===== config.mk =====
export PLATFORM = sky130hd
export DESIGN_NAME = f1_light_seq
export DESIGN_NICKNAME = d
export VERILOG_FILES = /design/src/rtl/f1_pkg.sv /design/src/rtl/f1_hold_counter.sv /design/src/rtl/f1_light_seq.sv
export SDC_FILE = /design/constraint.sdc
export NUM_CORES = 1
export LEC_CHECK = 0
export ABC_AREA = 1
export ABC_CLOCK_PERIOD_IN_PS = 4600
export CORE_ASPECT_RATIO = 0.9
export CORE_MARGIN = 3
export CORE_UTILIZATION = 35
export CTS_CLUSTER_SIZE = 16
export DETAILED_ROUTE_END_ITERATION = 10
export PLACE_DENSITY_LB_ADDON = 0.12
export SLEW_MARGIN = 25
export SYNTH_ARGS = -nofsm -noshare
export SYNTH_HDL_FRONTEND = slang
export SYNTH_SLANG_ARGS = --single-unit
export TNS_END_PERCENT = 30

===== constraint.sdc =====
create_clock -name clk -period 4.6 [get_ports clk]
set_clock_uncertainty 0.1 [all_clocks]
set_input_delay 0.92 -clock clk [delete_from_list [all_inputs] [get_ports clk]]
set_output_delay 0.92 -clock clk [all_outputs]
set_load 0.02 [all_outputs]

===== src/rtl/f1_pkg.sv =====
// ---------------------------------------------------------------------------
// f1_pkg
// Shared types and helpers for the F1 start-light sequencer.
//   f1_state_t : sequencer states (IDLE, FILL, HOLD, GO)
//   MAX_LIGHTS : widest lamp vector the sequencer supports
//   THERMO_IN_W: width of the lamp-count argument taken by thermo()
//   thermo(n)  : MAX_LIGHTS-bit vector with the n low bits set; callers keep
//                the low N_LIGHTS bits they actually drive
// ---------------------------------------------------------------------------
package f1_pkg;

  localparam int MAX_LIGHTS  = 32;
  localparam int THERMO_IN_W = 6;

  typedef enum logic [1:0] {
    IDLE = 2'd0,
    FILL = 2'd1,
    HOLD = 2'd2,
    GO   = 2'd3
  } f1_state_t;

  // Thermometer code: lamp i is lit when fewer than n lamps precede it, so
  // bit0 lights first and the vector fills upwards as n grows.
  function automatic logic [MAX_LIGHTS-1:0] thermo(input logic [THERMO_IN_W-1:0] n);
    logic [MAX_LIGHTS-1:0] t;
    t = '0;
    for (int i = 0; i < MAX_LIGHTS; i++) begin
      t[i] = (i < int'(n));
    end
    return t;
  endfunction

endpackage


===== src/rtl/f1_hold_counter.sv =====
// ---------------------------------------------------------------------------
// f1_hold_counter
// Loadable down-counter that times the all-lamps-lit hold phase.
// Ports:
//   clk      in  1  clock, all updates on posedge
//   rst      in  1  synchronous reset, active-low (0 clears the count)
//   load     in  1  load load_val (wins over dec)
//   load_val in  W  value to load
//   dec      in  1  decrement by one; ignored once the count is zero
//   cnt      out W  current count
//   last     out 1  high while cnt <= 1, i.e. the next tick ends the hold
// ---------------------------------------------------------------------------
module f1_hold_counter
  import f1_pkg::*;
#(
  parameter int W = 7
) (
  input  logic         clk,
  input  logic         rst,
  input  logic         load,
  input  logic [W-1:0] load_val,
  input  logic         dec,
  output logic [W-1:0] cnt,
  output logic         last
);

  logic [W-1:0] cnt_q;
  logic [W-1:0] cnt_d;

  // Next count: a load always wins; a decrement stops at zero so the
  // counter can never wrap round to its maximum value.
  always_comb begin
    cnt_d = cnt_q;
    if (load) begin
      cnt_d = load_val;
    end else if (dec && (cnt_q != '0)) begin
      cnt_d = cnt_q - W'(1);
    end
  end

  // Count register with synchronous active-low clear.
  always_ff @(posedge clk) begin
    if (!rst) begin
      cnt_q <= '0;
    end else begin
      cnt_q <= cnt_d;
    end
  end

  // A loaded zero is treated like a one, which makes a zero-length hold
  // still last one tick.
  assign cnt  = cnt_q;
  assign last = (cnt_q <= W'(1));

endmodule


===== src/rtl/f1_light_seq.sv =====
// ---------------------------------------------------------------------------
// f1_light_seq
// F1 start-light sequencer. A trigger in IDLE starts a sequence that lights
// one lamp per en tick (bit0 first), holds every lamp lit for a captured
// number of ticks, then blanks the lamps and pulses go for one clock.
// abort cancels a running sequence without a go pulse.
// Parameters:
//   N_LIGHTS  number of lamps, 1..32
//   DELAY_W   width of the hold-length input, in en ticks
// Ports:
//   clk       in  1         clock
//   rst       in  1         synchronous reset, active-low
//   en        in  1         step tick strobe, advances FILL and HOLD
//   trigger   in  1         start request, only looked at in IDLE
//   abort     in  1         cancel; returns to IDLE with lamps off
//   delay_in  in  DELAY_W   hold length, captured when a trigger is accepted
//   data_out  out N_LIGHTS  lamp vector, thermometer of lit_cnt
//   lit_cnt   out CW        number of lamps lit
//   busy      out 1         high in FILL and HOLD
//   go        out 1         one-clock pulse when the sequence completes
// ---------------------------------------------------------------------------
module f1_light_seq
  import f1_pkg::*;
#(
  parameter  int N_LIGHTS = 8,
  parameter  int DELAY_W  = 7,
  localparam int CW       = $clog2(N_LIGHTS + 1)
) (
  input  logic                clk,
  input  logic                rst,
  input  logic                en,
  input  logic                trigger,
  input  logic                abort,
  input  logic [DELAY_W-1:0]  delay_in,
  output logic [N_LIGHTS-1:0] data_out,
  output logic [CW-1:0]       lit_cnt,
  output logic                busy,
  output logic                go
);

  localparam logic [CW-1:0] FULL_CNT = CW'(N_LIGHTS);

  f1_state_t            state_q;
  f1_state_t            state_d;
  logic [CW-1:0]        litCnt_q;
  logic [CW-1:0]        litCnt_d;
  logic [N_LIGHTS-1:0]  dataOut_q;
  logic [N_LIGHTS-1:0]  dataOut_d;
  logic [DELAY_W-1:0]   delay_q;
  logic [DELAY_W-1:0]   delay_d;
  logic                 busy_q;
  logic                 busy_d;
  logic                 go_q;
  logic                 go_d;

  logic                 holdLoad;
  logic                 holdDec;
  logic [DELAY_W-1:0]   holdCnt;
  logic                 holdLast;

  // Hold timer. It is loaded with the captured delay on the tick that lights
  // the final lamp and counts down on each en tick while in HOLD.
  f1_hold_counter #(
    .W (DELAY_W)
  ) u_hold_counter (
    .clk      (clk),
    .rst      (rst),
    .load     (holdLoad),
    .load_val (delay_q),
    .dec      (holdDec),
    .cnt      (holdCnt),
    .last     (holdLast)
  );

  // Next-state and next-output logic. An abort outside IDLE beats everything
  // else; in IDLE it only blocks a trigger in the same cycle. Every output is
  // derived from the next state and count so that all of them come straight
  // off flops.
  always_comb begin
    state_d  = state_q;
    litCnt_d = litCnt_q;
    delay_d  = delay_q;
    holdLoad = 1'b0;
    holdDec  = 1'b0;

    if (abort && (state_q != IDLE)) begin
      state_d  = IDLE;
      litCnt_d = '0;
    end else begin
      case (state_q)
        IDLE: begin
          litCnt_d = '0;
          if (trigger && !abort) begin
            state_d = FILL;
            delay_d = delay_in;
          end
        end

        FILL: begin
          if (en) begin
            if (litCnt_q >= (FULL_CNT - CW'(1))) begin
              litCnt_d = FULL_CNT;
              state_d  = HOLD;
              holdLoad = 1'b1;
            end else begin
              litCnt_d = litCnt_q + CW'(1);
            end
          end
        end

        HOLD: begin
          litCnt_d = FULL_CNT;
          if (en) begin
            if (holdLast) begin
              state_d  = GO;
              litCnt_d = '0;
            end else begin
              holdDec = (holdCnt != '0);
            end
          end
        end

        GO: begin
          state_d  = IDLE;
          litCnt_d = '0;
        end

        default: begin
          state_d  = IDLE;
          litCnt_d = '0;
        end
      endcase
    end

    dataOut_d = N_LIGHTS'(thermo(THERMO_IN_W'(litCnt_d)));
    busy_d    = (state_d == FILL) || (state_d == HOLD);
    go_d      = (state_d == GO);
  end

  // State and output registers, cleared by the synchronous active-low reset.
  always_ff @(posedge clk) begin
    if (!rst) begin
      state_q   <= IDLE;
      litCnt_q  <= '0;
      dataOut_q <= '0;
      delay_q   <= '0;
      busy_q    <= 1'b0;
      go_q      <= 1'b0;
    end else begin
      state_q   <= state_d;
      litCnt_q  <= litCnt_d;
      dataOut_q <= dataOut_d;
      delay_q   <= delay_d;
      busy_q    <= busy_d;
      go_q      <= go_d;
    end
  end

  assign data_out = dataOut_q;
  assign lit_cnt  = litCnt_q;
  assign busy     = busy_q;
  assign go       = go_q;

endmodule


==> results.json <==
{
  "vias_per_cell": 4.56,
  "vias": 1259,
  "relSlewSlack_pct": 66.9,
  "synth_top_family_by_area": "simple AND/OR/NAND/NOR gates",
  "max_stage_delay_ns": 0.64,
  "layout.nets": 247,
  "p_clk_share_pct": 41.1,
  "grt_max_degree": 16,
  "timing.fmax_ghz": 0.379,
  "synth-seq-cells": 29,
  "synthMuxAreaShare_pct": 0,
  "final_cell_mix": "40 x nand2_1, 40 x nor2_1, 29 x dfxtp_1, 25 x clkdlybuf4s50_1, 20 x inv_1",
  "pwr_density_cell_mw_per_mm2": 282,
  "postRouteAntennaNets": 0,
  "drive_gt1_share_pct": 11.3,
  "synth_nets": 220,
  "seq_area_um2": 581,
  "io_pins": 26,
  "drt_first_pass_iters": 4,
  "cts_resized": 0,
  "hold_viol": 0,
  "clk_pin_slew_ns": 0.06,
  "place.gp.congestion": 0.835,
  "track_usage_pct": 13.7,
  "synth_cell_types": 25,
  "vdd_drop_max_v": 0.000149,
  "switching_share_pct": 22.5,
  "final_core_util_pct": 46.8,
  "path_max_fanout": 8,
  "rsz0062_at_grt": "false",
  "top_layer": "met4",
  "dp_hpwl_mm": 2.17,
  "wl_met2_mm": 1.09,
  "rrSetupSlack_ns": 2.70,
  "first_iter_violations": 86,
  "htree_levels": 2,
  "crit_path_end_kind": "register",
  "maxCapViolations": 0,
  "multi_input_area_um2": 728,
  "fin_cells": 276,
  "wl_mm": 2.94,
  "dp_slack_ns": 1.72,
  "syn_to_final_growth_pct": 25.0,
  "core_mm2": 0.00384,
  "pwr-share-seq_pct": 51.5,
  "fin_ws_ns": 1.96,
  "synthCells": 203,
  "routedWlPerCell_um": 10.6,
  "synth_xor_area_share_pct": 1.22,
  "portBuffers": 25,
  "power.leakage_nw": 0.891,
  "worst_pin_slew_ns": 0.495,
  "min_path_type": "register to register",
  "die_w_um": 73.6,
  "cts_hold_buffers": 0,
  "cts_tree": "built",
  "clockBufferDepth": 2,
  "place_inst": 269,
  "p_comb_share_pct": 7.4,
  "synth_simple_gate_area_share_pct": 36.5,
  "cts_buffers": 5,
  "tns_ns": 0,
  "crit_chain": "clkdlybuf4s50_1 -> inv_2 -> nor2_4 -> inv_2 -> a21oi_1 -> nand2_1 -> o21ai_0 -> inv_1 -> ha_1 -> nand2_1 -> inv_1",
  "yosysWarnings": 0,
  "power_mw": 0.507,
  "cpLargestDelayFamily": "buffers and inverters",
  "fillers": 396,
  "clkLatencyLatePin_ns": 0.28,
  "p_int_mw": 0.393,
  "drv_slew": 0,
  "arrival_ns": 2.71,
  "start_util_pct": 37.5,
  "syn_avg_cell_area_um2": 7.08,
  "core.rowCount": 21,
  "grt_pass1_vias": 1146,
  "crit_buf_inv": 5,
  "period_needed_ns": 2.64,
  "netSwitchingPower_mw": 0.114,
  "cp-start-kind": "input pin",
  "finalCritPeriodShare_pct": 57.3,
  "path_class": "input pin to register",
  "setup_viol": 0,
  "grt_pass1_wl_mm": 5.09,
  "outcome": "complete, no violations",
  "drc": 0,
  "worstPathRequired_ns": 4.68,
  "slowest_stage": "clkdlybuf4s50_1",
  "seq_area_frac_synth_pct": 40.4,
  "synth-compound-area-share_pct": 8.62,
  "antenna_found_initial": 0,
  "post_cts_buffers": 0,
  "dieArea_mm2": 0.00491,
  "m1WireLength_mm": 1.62,
  "synth_adder_area_share_pct": 4.35,
  "cts-root-buf": "clkbuf_8",
  "route.met3.wl_um": 143,
  "n_antenna_cell": 0,
  "synth.cell_area_mm2": 0.00144,
  "fp.dieH_um": 66.8,
  "cts.sink_count": 29,
  "gr-total-overflow": 0
}
==> cell usage after synthesis, drive strengths merged <==
cell | number | area, um^2
nand2 | 47 | 209
nor2 | 46 | 198
dfxtp | 29 | 581
inv | 25 | 93.8
nand3 | 15 | 75.1
o21ai | 14 | 70.1
a21oi | 7 | 38.8
ha | 5 | 62.6
buf | 4 | 31.3
nand4 | 4 | 25.0
xor2 | 2 | 17.5
clkbuf | 1 | 3.75
nand3b | 1 | 7.51
nor3 | 1 | 10.0
o211ai | 1 | 7.51
o31ai | 1 | 7.51
==> layer usage <==
| layer | vias to the layer above | global-route usage [%] |
|---|---|---|
| li1 | 691 | - |
| met4 | 0 | 7.47 |
| met3 | 9 | 4.83 |
| met2 | 25 | 18.5 |
| met5 | - | 0 |
| met1 | 534 | 18.8 |
==> metrics by stage <==
step           hold slack, ns  area [um^2]
2_1_floorplan           0.375         1440
3_3_place_gp            0.391         1710
3_5_place_dp            0.403         1710
4_1_cts                 0.412         1800
5_1_grt                 0.448         1800
6_report                0.409         1800
==> state kept, by name, indices dropped and copies added, names as in the netlist <==
name and flops:
state_q 2, go 1, data_out 7, u_hold_counter.cnt 7, busy 1, lit_cnt 4, delay_q 7
==> layout make-up <==
| type | instances | area share [%] |
|---|---|---|
| tap | 46 | 3.20 |
| clock buffer | 7 | 4.81 |
| timing repair buffer | 25 | 13.9 |
| sequential | 29 | 32.3 |
| inverter | 25 | 5.22 |
| multi-input combinational | 144 | 40.5 |
==> power groups by stage <==
stage          Combinational, mW  Clock (mW)  Sequential (mW)
2_1_floorplan             0.0202           0            0.267
3_3_place_gp              0.0374           0            0.266
3_5_place_dp              0.0375           0            0.266
4_1_cts                   0.0380       0.214            0.261
5_1_grt                   0.0433       0.225            0.261
6_report                  0.0375       0.208            0.261
==> worst min-delay path, delay by kind of cell, from the launching register on <==
| family | cells | cell delay [ns] |
|---|---|---|
| AOI/OAI and AO/OA | 1 | 0.06 |
| DFF | 1 | 0.32 |
| and+or+nand+nor | 1 | 0.08 |
==> path summary, 6_finish.rpt <==
path | start | endpoint | cells past startpoint
max | en | busy | 11
min | u_hold_counter.cnt[6] | u_hold_counter.cnt[6] | 2
max reg2reg | lit_cnt[0] | busy | 11
min reg2reg | u_hold_counter.cnt[6] | u_hold_counter.cnt[6] | 2
==> logic make-up after synthesis <==
| kind of cell | after synthesis |
|---|---|
| AO/OA/AOI/OAI | 23 |
| XOR/XNOR | 2 |
| adder cells (fa/ha/maj) | 5 |
| buffers and inverters | 30 |
| flip-flops | 29 |
| AND/OR/NAND/NOR | 114 |
Note: power is estimated with default switching activity, not from simulation.
